### src/rtl/br_exec_pipe.sv
// rtl/br_exec_pipe.sv - pipelined branch/jump resolve unit with result FIFO and perf counters
//
// Ports:
//   clk, rst_n                      clock, asynchronous active-low reset
//   in_valid/in_ready               issue handshake from the branch reservation station
//   in_opcode, in_funct3, in_rob    instruction class, compare op, ROB tag
//   in_pc, in_imm, in_rs1, in_rs2   operands
//   in_pred_taken, in_pred_target   front-end prediction to check against
//   flush                           synchronous pipeline flush (empties the FIFO)
//   out_valid/out_ready             writeback handshake for the FIFO head
//   out_rob .. out_mispredict       resolved result at the FIFO head
//   cnt_resolved, cnt_mispred       saturating performance counters
module br_exec_pipe #(
  parameter int ROB_W = 5,
  parameter int DEPTH = 4,
  parameter int CNT_W = 32
) (
  input  logic             clk,
  input  logic             rst_n,
  input  logic             in_valid,
  output logic             in_ready,
  input  logic [6:0]       in_opcode,
  input  logic [2:0]       in_funct3,
  input  logic [ROB_W-1:0] in_rob,
  input  logic [31:0]      in_pc,
  input  logic [31:0]      in_imm,
  input  logic [31:0]      in_rs1,
  input  logic [31:0]      in_rs2,
  input  logic             in_pred_taken,
  input  logic [31:0]      in_pred_target,
  input  logic             flush,
  output logic             out_valid,
  input  logic             out_ready,
  output logic [ROB_W-1:0] out_rob,
  output logic [31:0]      out_rd_data,
  output logic             out_taken,
  output logic [31:0]      out_target,
  output logic [31:0]      out_next_pc,
  output logic             out_mispredict,
  output logic [CNT_W-1:0] cnt_resolved,
  output logic [CNT_W-1:0] cnt_mispred
);

  localparam int PTR_W = (DEPTH > 1) ? $clog2(DEPTH) : 1;
  localparam int CNT_FW = $clog2(DEPTH + 1);
  localparam logic [CNT_FW-1:0] DEPTH_C = CNT_FW'(DEPTH);

  localparam logic [6:0] OP_JAL  = 7'b1101111;
  localparam logic [6:0] OP_JALR = 7'b1100111;
  localparam logic [6:0] OP_BR   = 7'b1100011;

  typedef struct packed {
    logic [ROB_W-1:0] rob;
    logic [31:0]      rd_data;
    logic [31:0]      target;
    logic [31:0]      next_pc;
    logic             taken;
    logic             mispredict;
    logic             is_ctl;     // JAL/JALR/BR; only these are counted
  } entry_t;

  entry_t            mem_q [DEPTH];
  logic [PTR_W-1:0]  wr_ptr_q, wr_ptr_d;
  logic [PTR_W-1:0]  rd_ptr_q, rd_ptr_d;
  logic [CNT_FW-1:0] count_q, count_d;
  logic [CNT_W-1:0]  res_q, res_d;
  logic [CNT_W-1:0]  mis_q, mis_d;

  entry_t res_ent;
  logic   push, pop;

  // Resolution of the incoming beat
  always_comb begin
    logic [31:0] pc4, pc_imm, jalr_t;
    logic        br_taken;
    pc4      = in_pc + 32'd4;
    pc_imm   = in_pc + in_imm;
    jalr_t   = (in_rs1 + in_imm) & 32'hFFFF_FFFE;
    case (in_funct3)
      3'b000:  br_taken = (in_rs1 == in_rs2);
      3'b001:  br_taken = (in_rs1 != in_rs2);
      3'b100:  br_taken = ($signed(in_rs1) < $signed(in_rs2));
      3'b101:  br_taken = ($signed(in_rs1) >= $signed(in_rs2));
      3'b110:  br_taken = (in_rs1 < in_rs2);
      3'b111:  br_taken = (in_rs1 >= in_rs2);
      default: br_taken = 1'b0;
    endcase

    res_ent     = '0;
    res_ent.rob = in_rob;
    case (in_opcode)
      OP_JAL: begin
        res_ent.is_ctl  = 1'b1;
        res_ent.taken   = 1'b1;
        res_ent.target  = pc_imm;
        res_ent.rd_data = pc4;
      end
      OP_JALR: begin
        res_ent.is_ctl  = 1'b1;
        res_ent.taken   = 1'b1;
        res_ent.target  = jalr_t;
        res_ent.rd_data = pc4;
      end
      OP_BR: begin
        res_ent.is_ctl  = 1'b1;
        res_ent.taken   = br_taken;
        res_ent.target  = pc_imm;
      end
      default: ;
    endcase

    // Non-control opcodes leave next_pc and mispredict at zero
    if (res_ent.is_ctl) begin
      res_ent.next_pc    = res_ent.taken ? res_ent.target : pc4;
      res_ent.mispredict = (res_ent.taken != in_pred_taken) |
                           (res_ent.taken & (res_ent.target != in_pred_target));
    end
  end

  assign in_ready  = (count_q < DEPTH_C);
  assign out_valid = (count_q != '0);
  assign push      = in_valid & in_ready & ~flush;
  assign pop       = out_valid & out_ready;

  assign out_rob        = mem_q[rd_ptr_q].rob;
  assign out_rd_data    = mem_q[rd_ptr_q].rd_data;
  assign out_taken      = mem_q[rd_ptr_q].taken;
  assign out_target     = mem_q[rd_ptr_q].target;
  assign out_next_pc    = mem_q[rd_ptr_q].next_pc;
  assign out_mispredict = mem_q[rd_ptr_q].mispredict;
  assign cnt_resolved   = res_q;
  assign cnt_mispred    = mis_q;

  always_comb begin
    wr_ptr_d = wr_ptr_q;
    rd_ptr_d = rd_ptr_q;
    count_d  = count_q;
    res_d    = res_q;
    mis_d    = mis_q;

    if (flush) begin
      wr_ptr_d = '0;
      rd_ptr_d = '0;
      count_d  = '0;
    end else begin
      if (push) wr_ptr_d = wr_ptr_q + PTR_W'(1);
      if (pop)  rd_ptr_d = rd_ptr_q + PTR_W'(1);
      count_d = count_q + CNT_FW'(push) - CNT_FW'(pop);
    end

    // A pop concurrent with flush still counts: the consumer took the head
    if (pop && mem_q[rd_ptr_q].is_ctl) begin
      if (res_q != '1) res_d = res_q + CNT_W'(1);
      if (mem_q[rd_ptr_q].mispredict && (mis_q != '1)) mis_d = mis_q + CNT_W'(1);
    end
  end

  always_ff @(posedge clk or negedge rst_n) begin
    if (!rst_n) begin
      wr_ptr_q <= '0;
      rd_ptr_q <= '0;
      count_q  <= '0;
      res_q    <= '0;
      mis_q    <= '0;
      for (int i = 0; i < DEPTH; i++) mem_q[i] <= '0;
    end else begin
      wr_ptr_q <= wr_ptr_d;
      rd_ptr_q <= rd_ptr_d;
      count_q  <= count_d;
      res_q    <= res_d;
      mis_q    <= mis_d;
      if (push) mem_q[wr_ptr_q] <= res_ent;
    end
  end

endmodule

### config.mk
export PLATFORM = sky130hd
export DESIGN_NAME = br_exec_pipe
export DESIGN_NICKNAME = d
export VERILOG_FILES = /design/src/rtl/br_exec_pipe.sv
export SDC_FILE = /design/constraint.sdc
export NUM_CORES = 1
export LEC_CHECK = 0
export BUFFER_PORTS_ARGS = -buffer_cell sky130_fd_sc_hd__buf_4
export CELL_PAD_IN_SITES_DETAIL_PLACEMENT = 0
export CELL_PAD_IN_SITES_GLOBAL_PLACEMENT = 2
export CORE_ASPECT_RATIO = 1.5
export CORE_MARGIN = 4
export CORE_UTILIZATION = 40
export CTS_CLUSTER_DIAMETER = 40
export DETAILED_ROUTE_END_ITERATION = 7
export HOLD_SLACK_MARGIN = 0.15
export MAX_ROUTING_LAYER = met4
export PLACE_DENSITY = 0.86
export SYNTH_ARGS = -nofsm -noshare
export SYNTH_HDL_FRONTEND = slang
export SYNTH_SLANG_ARGS = --single-unit
export TNS_END_PERCENT = 1
### constraint.sdc
create_clock -name clk -period 4.7 [get_ports clk]
set_input_delay 0.235 -clock clk [delete_from_list [all_inputs] [get_ports clk]]
set_output_delay 0.235 -clock clk [all_outputs]
set_load 0.05 [all_outputs]
==> results of run 1 <==
[layout make-up]
type,instances,area (um^2),area share
Clock buffer,64,1410,0.0435
Clock inverter,23,304,0.00937
Inverter,63,236,0.00729
Multi-Input combinational cell,2046,13900,0.427
Sequential cell,487,12200,0.376
Tap cell,885,1110,0.0341
Timing Repair Buffer,422,3330,0.103
[synth_stat cells, types with 9 or more instances]
cell	number
nand2_1	548
dfrtp_1	487
o21ai_0	407
clkbuf_1	147
nor2_1	113
mux4_2	104
xnor2_1	103
ha_1	102
a21oi_1	96
inv_1	63
nand3_1	58
xor2_1	57
nand4_1	45
o31ai_1	36
mux2_2	32
nand2b_1	32
mux2i_1	29
and3_1	25
a21o_1	23
nor3_1	20
a211oi_1	18
buf_1	17
or3_1	16
and2_1	15
a22oi_1	14
o211ai_1	14
a31oi_1	13
nor2b_1	11
o21a_1	11
nor4_1	10
and4_1	9
[kinds of logic (layout without fill, tap and decap cells)]
| logic type | Yosys count | count (layout) | synth area share |
|---|---|---|---|
| XOR/XNOR | 160 | 160 | 0.0521 |
| multiplexers | 165 | 165 | 0.111 |
| AND/OR/NAND/NOR | 920 | 920 | 0.151 |
| buffers and inverters | 230 | 572 | 0.0323 |
| AO/OA/AOI/OAI | 696 | 696 | 0.150 |
| flip-flops | 487 | 487 | 0.453 |
| adder cells (fa/ha/maj) | 105 | 105 | 0.0497 |
[power groups by stage]
| stage | clock network [mW] | logic (mW) | registers (mW) |
|---|---|---|---|
| final | 4.15 | 2.59 | 4.53 |
| after global routing | 4.40 | 2.79 | 4.56 |
| after CTS | 4.24 | 2.63 | 4.54 |
| after detailed placement | 0 | 2.61 | 4.62 |
| after global placement | 0 | 2.59 | 4.60 |
| after floorplan | 0 | 1.71 | 4.54 |
[per-stage QoR]
step,instance area [um^2],worst slack (ns),hold WS (ns)
3_3_place_gp,30600,0.237,0.234
6_report,32400,0.406,0.163
5_1_grt,32400,0.129,0.190
3_5_place_dp,30600,0.295,0.240
4_1_cts,32400,0.453,0.150
2_1_floorplan,26900,1.36,-0.0606
[sequential cells by signal, indices dropped and copies added, names as in the netlist]
register      flops
rd_ptr_q          2
wr_ptr_q          2
mem_q           416
cnt_resolved     32
cnt_mispred      32
count_q           3
[metal layers]
metal / vias up / track usage / part of all wire
li1: 10394 / - / -
met1: 11080 / 0.311 / 0.38
met2: 682 / 0.466 / 0.52
met3: 162 / 0.0311 / 0.048
met4: 0 / 0.107 / 0.047
met5: - / - / 0
[worst reg2reg max path, stage by stage (launching register included)]
cell           delay [ns]
dfrtp_1              0.41
inv_1                0.10
nand2_1              0.12
nor2_1               0.61
nand2_4              0.65
buf_12               0.50
o31ai_1              0.31
dlygate4sd3_1        0.58
[final timing paths]
| check | startpoint | end | slack, ns | depth (start not counted) |
|---|---|---|---|---|
| worst max-delay path | in_pc[2] | mem_q[209] | 0.41 | 15 |
| worst min-delay path | out_ready | rd_ptr_q[0] | 0.16 | 4 |
| worst max register to register | count_q[2] | mem_q[277] | 1.38 | 7 |
| worst min register to register | mem_q[11] | mem_q[11] | 0.47 | 2 |
| max in group asynchronous | rst_n | mem_q[304] | 3.25 | 3 |
| min in group asynchronous | rst_n | cnt_mispred[29] | 0.20 | 2 |
[repair_timing]
item,CTS,global route
hold buffers,16,0
gates resized for setup,0,0
endpoints found under the hold margin,106,0
setup endpoints to repair,0,0
==> results.yml, run 1 <==
synth:
  synth_cell_types: 70
  synth-seq-cells: 487
  synth.largest_area_cell: "dfrtp_1"
  netlist_area_um2: 26900
  yosysTopAreaCellShare: 0.453
  syn_area_per_cell_um2: 9.73
  syn_nets: 3049
  synth_area_leaders: "dfrtp_1, mux4_2, nand2_1"
  synth_edf_count: 0
  synth_seq_area_share: 0.453
  async_reset_ff_frac: 1.00
  ys_warn_count: 0
  synth-main-ff-cell: "dfrtp_1"
  synthCells: 2763
placement:
  portBuffers: 349
  place_congestion: 0.910
  dp_hpwl_mm: 71.4
  place_inst: 3887
critical_path:
  worst_path_max_delay_cell: "dlygate4sd3_1"
  cp_data_required_time_ns: 5.14
  crit_type: "in2reg"
  cpMostUsedCell: "a21oi_1"
  critPathLaunchType: "primary input"
  crit_fanout: 9
  end_kind: "flop"
  slowest_delay_ns: 0.60
  cp_top_family: "compound AO/OA/AOI/OAI gates"
  crit_chain: "dlygate4sd3_1 > buf_4 > ha_1 > and3_1 > a22o_1 > a21oi_1 > o211ai_1 > a21oi_1 > o21ai_0 > a211oi_1 > xor2_1 > nand3_1 > dlygate4sd3_1 > nor4_4 > a21oi_1"
  critPathArrivalTime_ns: 4.73
  cp_num_buf_inv: 3
sta:
  slew-limit-headroom: 0.276
  rsz0062_at_grt: "no"
  fmax_ghz: 0.233
  finalClockSkew_ns: 0.0146
  fin_crit_sh: 0.914
  finalSetupViolations: 0
  drv_slew: 0
  tns_ns: 0
  finalCriticalPeriod_ns: 4.29
  hold_viol: 0
  tightest_slew_ns: 1.08
cells_and_area:
  fin_util: 0.487
  layout-drive-gt1-share: 0.209
  area.growth.synth_to_final_pct: 20.7
  num_antenna_cells: 0
  final_cell_mix: "nand2_1, dfrtp_1, o21ai_0, buf_4, nor2_1"
  stdcell_count: 3990
  fin_nets: 3354
  fillCellCount: 6224
  layout_commonest_cell: "nand2_1"
drt:
  firstDrtPassIters: 6
  wirelength_mm: 94.3
  drtAntennaViolNets: 0
  vias_per_cell: 5.59
  drt_iter0_drc: 1580
  num_vias: 22318
  drc: 0
  post_drt_wl_per_cell_um: 23.6
clock_network:
  cts_max_level: 2
  clk_pin_slew_ns: 0.07
  clockBufferDepth: 3
  clk_latency_ns: 0.58
  cts-buffers-inserted: 48
  clock-sinks: 487
  cts_tree: "yes"
  post_cts_buffers: 0
  cts-root-buf: "clkbuf_16"
global_route:
  overflow: 0
  grt_pass1_wl_mm: 142
  grt_pass1_vias: 22970
  grt_util_all_layers: 0.266
  grt_max_degree: 130
  antenna_found_initial: 0
power_and_ir_drop:
  ir_drop_mv: 0.456
  clkPwrFrac: 0.368
  p_switching_mw: 3.46
  p_leak_nw: 14.7
  swShare: 0.307
  p_int_mw: 7.81
  p_comb_frac: 0.230
  pwr-share-seq: 0.402
  fin_total_pwr_mw: 11.3
  power.density_nw_per_um2: 347
floorplan:
  ios: 350
  die_w_um: 220
  die_y_um: 325
  core_um2: 66600
  row_count: 116
  start_util: 0.403
  die_area_um2: 71500
hold_path:
  hp-class: "in2reg"
run:
  max_cap_violations: 0
outcome:
  status: "finished clean"
No activity file was read; power rests on OpenSTA's default activity.
==> inputs of run 2 (changes only) <==
Settings changed: CORE_MARGIN 4 to default.
==> results.yml, run 2 (same netlist as run 1, synthesis figures left out) <==
cells_and_area:
  regMostFlops: "mem_q"
  largest_register_ffs: 416
  layout-drive-gt1-share: 0.208
  area.growth.synth_to_final_pct: 20.7
  fin_nets: 3354
  num_antenna_cells: 0
  layout_commonest_cell: "nand2_1"
  final_cell_mix: "nand2_1, dfrtp_1, o21ai_0, buf_4, nor2_1"
power_and_ir_drop:
  swShare: 0.305
  clkPwrFrac: 0.375
  p_leak_nw: 14.7
  p_int_mw: 7.93
  pwr-share-seq: 0.396
  power.density_nw_per_um2: 351
  ir_drop_mv: 0.370
  p_comb_frac: 0.229
  p_switching_mw: 3.47
drt:
  wirelength_mm: 92.2
  route.met3.wl_mm: 4.53
  routed.top_layer: "met4"
  firstDrtPassIters: 5
  drtAntennaViolNets: 0
  post_drt_wl_per_cell_um: 23.1
  drc: 0
  met1_length_mm: 35.9
  vias_per_cell: 5.60
  num_vias: 22330
  drt_iter0_drc: 1690
  routed-wl-met2_mm: 47.5
placement:
  dp_slack_ns: 0.256
  dp_hpwl_mm: 69.6
  place_congestion: 0.955
  portBuffers: 349
floorplan:
  die_w_um: 214
  die_area_um2: 68300
  row_count: 116
  start_util: 0.403
  core_um2: 66600
  ios: 350
  die_y_um: 319
sta:
  slew-limit-headroom: 0.296
  worst_slack_ns: 0.203
  finalClockSkew_ns: 0.0282
  tns_ns: 0
  rsz0062_at_grt: "no"
  fmax_ghz: 0.222
  finalCriticalPeriod_ns: 4.50
  hold_viol: 0
  finalSetupViolations: 0
  fin_crit_sh: 0.957
  drv_slew: 0
  tightest_slew_ns: 1.06
critical_path:
  timing.critical_path.from: "in_pc[0]"
  end_kind: "flop"
  cp_data_required_time_ns: 5.14
  crit_fanout: 6
  critPathArrivalTime_ns: 4.94
  reg2reg_from: "count_q[2]"
  crit_type: "in2reg"
  critPathLaunchType: "primary input"
clock_network:
  clk_latency_ns: 0.59
  clockBufferDepth: 3
  post_cts_buffers: 0
  ctsHoldBuffers: 15
  cts_resized: 0
  cts_tree: "yes"
  clk_pin_slew_ns: 0.07
  clock-sinks: 487
  cts-root-buf: "clkbuf_16"
  cts_max_level: 2
  cts-buffers-inserted: 47
global_route:
  antenna_found_initial: 0
  grt_util_all_layers: 0.281
  overflow: 0
  grt_max_degree: 202
  grt_pass1_wl_mm: 139
  grt_pass1_vias: 23020
outcome:
  status: "finished clean"
run:
  max_cap_violations: 0
hold_path:
  hp-class: "in2reg"
  hold_start: "in_pc[1]"
run 2: routing by layer:
layer  GRT usage  up-vias
li1            -    10403
met1       0.324    11032
met2       0.489      748
met3      0.0320      147
met4       0.121        0
met5           -        -
run 2: stage by stage:
step                      total power, mW  std cells  hold slack (ns)  area [um^2]   util
final                                11.4       3989            0.175        32400  0.487
after global routing                 11.9       3989            0.175        32400  0.487
after CTS                            11.5       3989            0.153        32400  0.487
after detailed placement             7.22       3889            0.381        30500  0.458
after global placement               7.18       3889            0.362        30500  0.458
after floorplan                      6.26       2763          -0.0606        26900      -
run 2: worst max-delay path: stages:
cell	delay (ns)
dlygate4sd3_1	0.52
buf_4	0.13
ha_1	0.17
inv_1	0.05
fa_1	0.38
nand2b_1	0.20
a21oi_1	0.13
buf_4	0.15
o311ai_0	0.19
a21oi_1	0.77
buf_4	0.27
xor2_1	0.07
a22oi_1	0.56
xnor2_1	0.21
a211oi_2	0.22
nand4_1	0.17
nor4_4	0.37
a21oi_1	0.13
run 2: worst paths after layout:
check / endpoint / slack [ns] / cells after the start
worst max register to register: mem_q[277] / 1.21 / 7
worst min-delay path: mem_q[316] / 0.17 / 3
worst max-delay path: mem_q[105] / 0.20 / 18
max in group asynchronous: mem_q[175] / 3.03 / 3
worst min register to register: mem_q[404] / 0.48 / 2
min in group asynchronous: cnt_mispred[26] / 0.34 / 2
run 2: cell type report:
cell class	count	area (um^2)
inverters	63	236
clock buffers	60	1330
clock inverters	25	424
multi-input cells	2046	13900
repair buffers	423	3300
flip-flops and latches	487	12200
fillers	6203	34200
well taps	885	1110
run 2: power groups by stage:
| stage | clock [mW] | sequential [mW] | combinational [mW] |
|---|---|---|---|
| after floorplan | 0 | 4.54 | 1.71 |
| after global routing | 4.52 | 4.54 | 2.82 |
| after global placement | 0 | 4.57 | 2.60 |
| after detailed placement | 0 | 4.60 | 2.62 |
| after CTS | 4.36 | 4.52 | 2.64 |
| final | 4.27 | 4.51 | 2.62 |
==> inputs of run 3 (changes only) <==
Settings changed: ABC_AREA from default to 1, CAP_MARGIN from default to 0, CORE_UTILIZATION 40 to 36, PLACE_DENSITY 0.86 to default, PLACE_DENSITY_LB_ADDON from default to 0.1.
==> results.yml, run 3 <==
outcome:
  status: "finished clean"
synth:
  synthTopCellsByCount: "nand2_1, o21ai_0, dfrtp_1"
  yosysTopAreaCellShare: 0.422
  ys_warn_count: 0
  synth_edf_count: 0
  synth-main-ff-cell: "dfrtp_1"
  async_reset_ff_frac: 1.00
  netlist_area_um2: 28900
  synthCells: 4018
  synth_seq_area_share: 0.422
  muxShareOfSynthArea: 0
  yosys.area_share.simple: 0.286
  synth.largest_area_cell: "dfrtp_1"
  synthAdderAreaFrac: 0.0463
  synth-xor-area-share: 0.0240
  synth_top_family_by_area: "simple AND/OR/NAND/NOR gates"
  syn_area_per_cell_um2: 7.18
  synth_cell_types: 48
  synth_compound_area_frac: 0.148
  syn_nets: 4304
  synth_area_leaders: "dfrtp_1, nand2_1, o21ai_0"
  synth.most_common_cell: "nand2_1"
  synth-seq-cells: 487
clock_network:
  cts_max_level: 2
  cts-buffers-inserted: 50
  clockBufferDepth: 3
  cts_tree: "yes"
  clk_latency_ns: 0.59
  clk_pin_slew_ns: 0.06
  ctsHoldBuffers: 14
  post_cts_buffers: 0
  cts-root-buf: "clkbuf_16"
  cts_resized: 0
  clock-sinks: 487
sta:
  finalClockSkew_ns: 0.0207
  finalCriticalPeriod_ns: 3.87
  tightest_slew_ns: 1.05
  rsz0062_at_grt: "no"
  finalSetupViolations: 0
  hold_viol: 0
  hold-worst-slack_ns: 0.188
  drv_slew: 0
  fin_crit_sh: 0.824
  fmax_ghz: 0.258
  tns_ns: 0
  slew-limit-headroom: 0.302
critical_path:
  crit_fanout: 65
  cp_num_buf_inv: 3
  critPathArrivalTime_ns: 3.64
  cp_top_family: "buffers and inverters"
  end_kind: "output pin"
  crit_type: "reg2out"
  worst_path_max_delay_cell: "dfrtp_4"
  cp_data_required_time_ns: 4.47
  crit_chain: "buf_4 > buf_4 > o21ai_0 > o22ai_1 > buf_4"
  rr_worst_depth: 13
  reg2reg_slack_ns: 1.06
  timing.rr.end: "cnt_mispred[31]"
  slowest_delay_ns: 0.77
  cpMostUsedCell: "buf_4"
  critPathLaunchType: "flop"
  reg2reg_from: "rd_ptr_q[1]"
global_route:
  grt_max_degree: 170
  antenna_found_initial: 1
  grt_util_all_layers: 0.289
  grt_pass1_vias: 27700
  grt_pass1_wl_mm: 171
  overflow: 0
placement:
  portBuffers: 349
  place_congestion: 0.930
  dp_hpwl_mm: 85.5
power_and_ir_drop:
  fin_total_pwr_mw: 13.9
  p_leak_nw: 17.2
  power.density_nw_per_um2: 402
  ir_drop_mv: 0.294
cells_and_area:
  largest_register_ffs: 416
  layout_commonest_cell: "nand2_1"
  fin_util: 0.436
  fin_nets: 4579
  layout-drive-gt1-share: 0.121
  area.growth.synth_to_final_pct: 19.4
  regMostFlops: "mem_q"
  final_cell_mix: "nand2_1, o21ai_0, dfrtp_1, nor2_1, buf_4"
hold_path:
  hold_start: "in_pc[0]"
  min_to: "mem_q[171]"
  min_delay_path_depth: 3
  hp-class: "in2reg"
floorplan:
  die_w_um: 233
  core_um2: 79000
  ios: 350
  start_util: 0.365
  row_count: 126
  die_area_um2: 81300
  die_y_um: 349
drt:
  post_drt_wl_per_cell_um: 21.4
  wirelength_mm: 114
  num_vias: 27728
  firstDrtPassIters: 8
  drt_iter0_drc: 1842
  drc: 0
  drtAntennaViolNets: 0
  vias_per_cell: 5.18
run:
  max_cap_violations: 0
==> run 3: cell types whose count changed in the layout (fill, tap and decap cells not counted), moves of 32 or more <==
| cell | previous run | this run |
|---|---|---|
| nand2_1 | 544 | 1175 |
| mux2_2 | 32 | 0 |
| o22ai_1 | 3 | 88 |
| inv_1 | 63 | 370 |
| mux4_2 | 104 | 0 |
| o31ai_1 | 36 | 0 |
| o21ai_0 | 407 | 620 |
| nand2b_1 | 32 | 0 |
| nor2_1 | 112 | 397 |
| xnor2_1 | 103 | 27 |
| nand3b_1 | 2 | 40 |
| nand3_1 | 58 | 224 |
==> run 3: final cells by class <==
cell class                 count  area (um^2)
inverter                     376         1420
antenna                        2         5.00
sequential                   487        12200
clock buffer                  70         1460
multi-input combinational   2980        14600
tap                         1024         1280
timing repair buffer         398         3180
fill                        8392        44500
clock inverter                19          310
==> run 3: per-stage QoR <==
step | cells | instance area (um^2) | setup WS, ns
floorplan | 4018 | 28900 | 2.05
global placement | 5251 | 32500 | 0.520
detailed placement | 5251 | 32500 | 0.460
CTS | 5354 | 34500 | 0.820
global route | 5355 | 34500 | 0.709
finish | 5356 | 34500 | 0.828
==> run 3: worst max path at each step <==
stage                     start               to  slack (ns)  cells after the start
floorplan           rd_ptr_q[0]   out_target[30]        2.05                      6
global placement     in_rs1[31]       mem_q[209]        0.52                     19
detailed placement   in_rs1[31]       mem_q[127]        0.46                     19
CTS                 rd_ptr_q[0]    out_target[2]        0.82                      5
global route        rd_ptr_q[1]  cnt_mispred[31]        0.71                     13
finish              rd_ptr_q[0]  out_next_pc[30]        0.83                      5
==> run 3: layer usage <==
layer	GRT usage	wire, um	up-vias
li1	-	-	13633
met1	0.334	46700	13276
met2	0.518	59600	651
met3	0.0206	3650	168
met4	0.108	4510	0
met5	-	0	-
==> run 3: where the power goes <==
group	total [mW]	switching, mW	internal (mW)
logic	4.91	3.55	1.36
clock network	4.34	1.77	2.56
registers	4.61	0.177	4.43
total	13.9	5.50	8.35
==> run 3: worst min-delay path, cell delays in order <==
cell and delay, ns:
buf_4 0.13, nand2_1 0.25, o21ai_0 0.11
==> run 3: cells by family after synthesis <==
| family | after synthesis |
|---|---|
| flip-flops | 487 |
| adder cells (fa/ha/maj) | 105 |
| XOR/XNOR | 79 |
| AND/OR/NAND/NOR | 1979 |
| AO/OA/AOI/OAI | 817 |
| buffers and inverters | 551 |
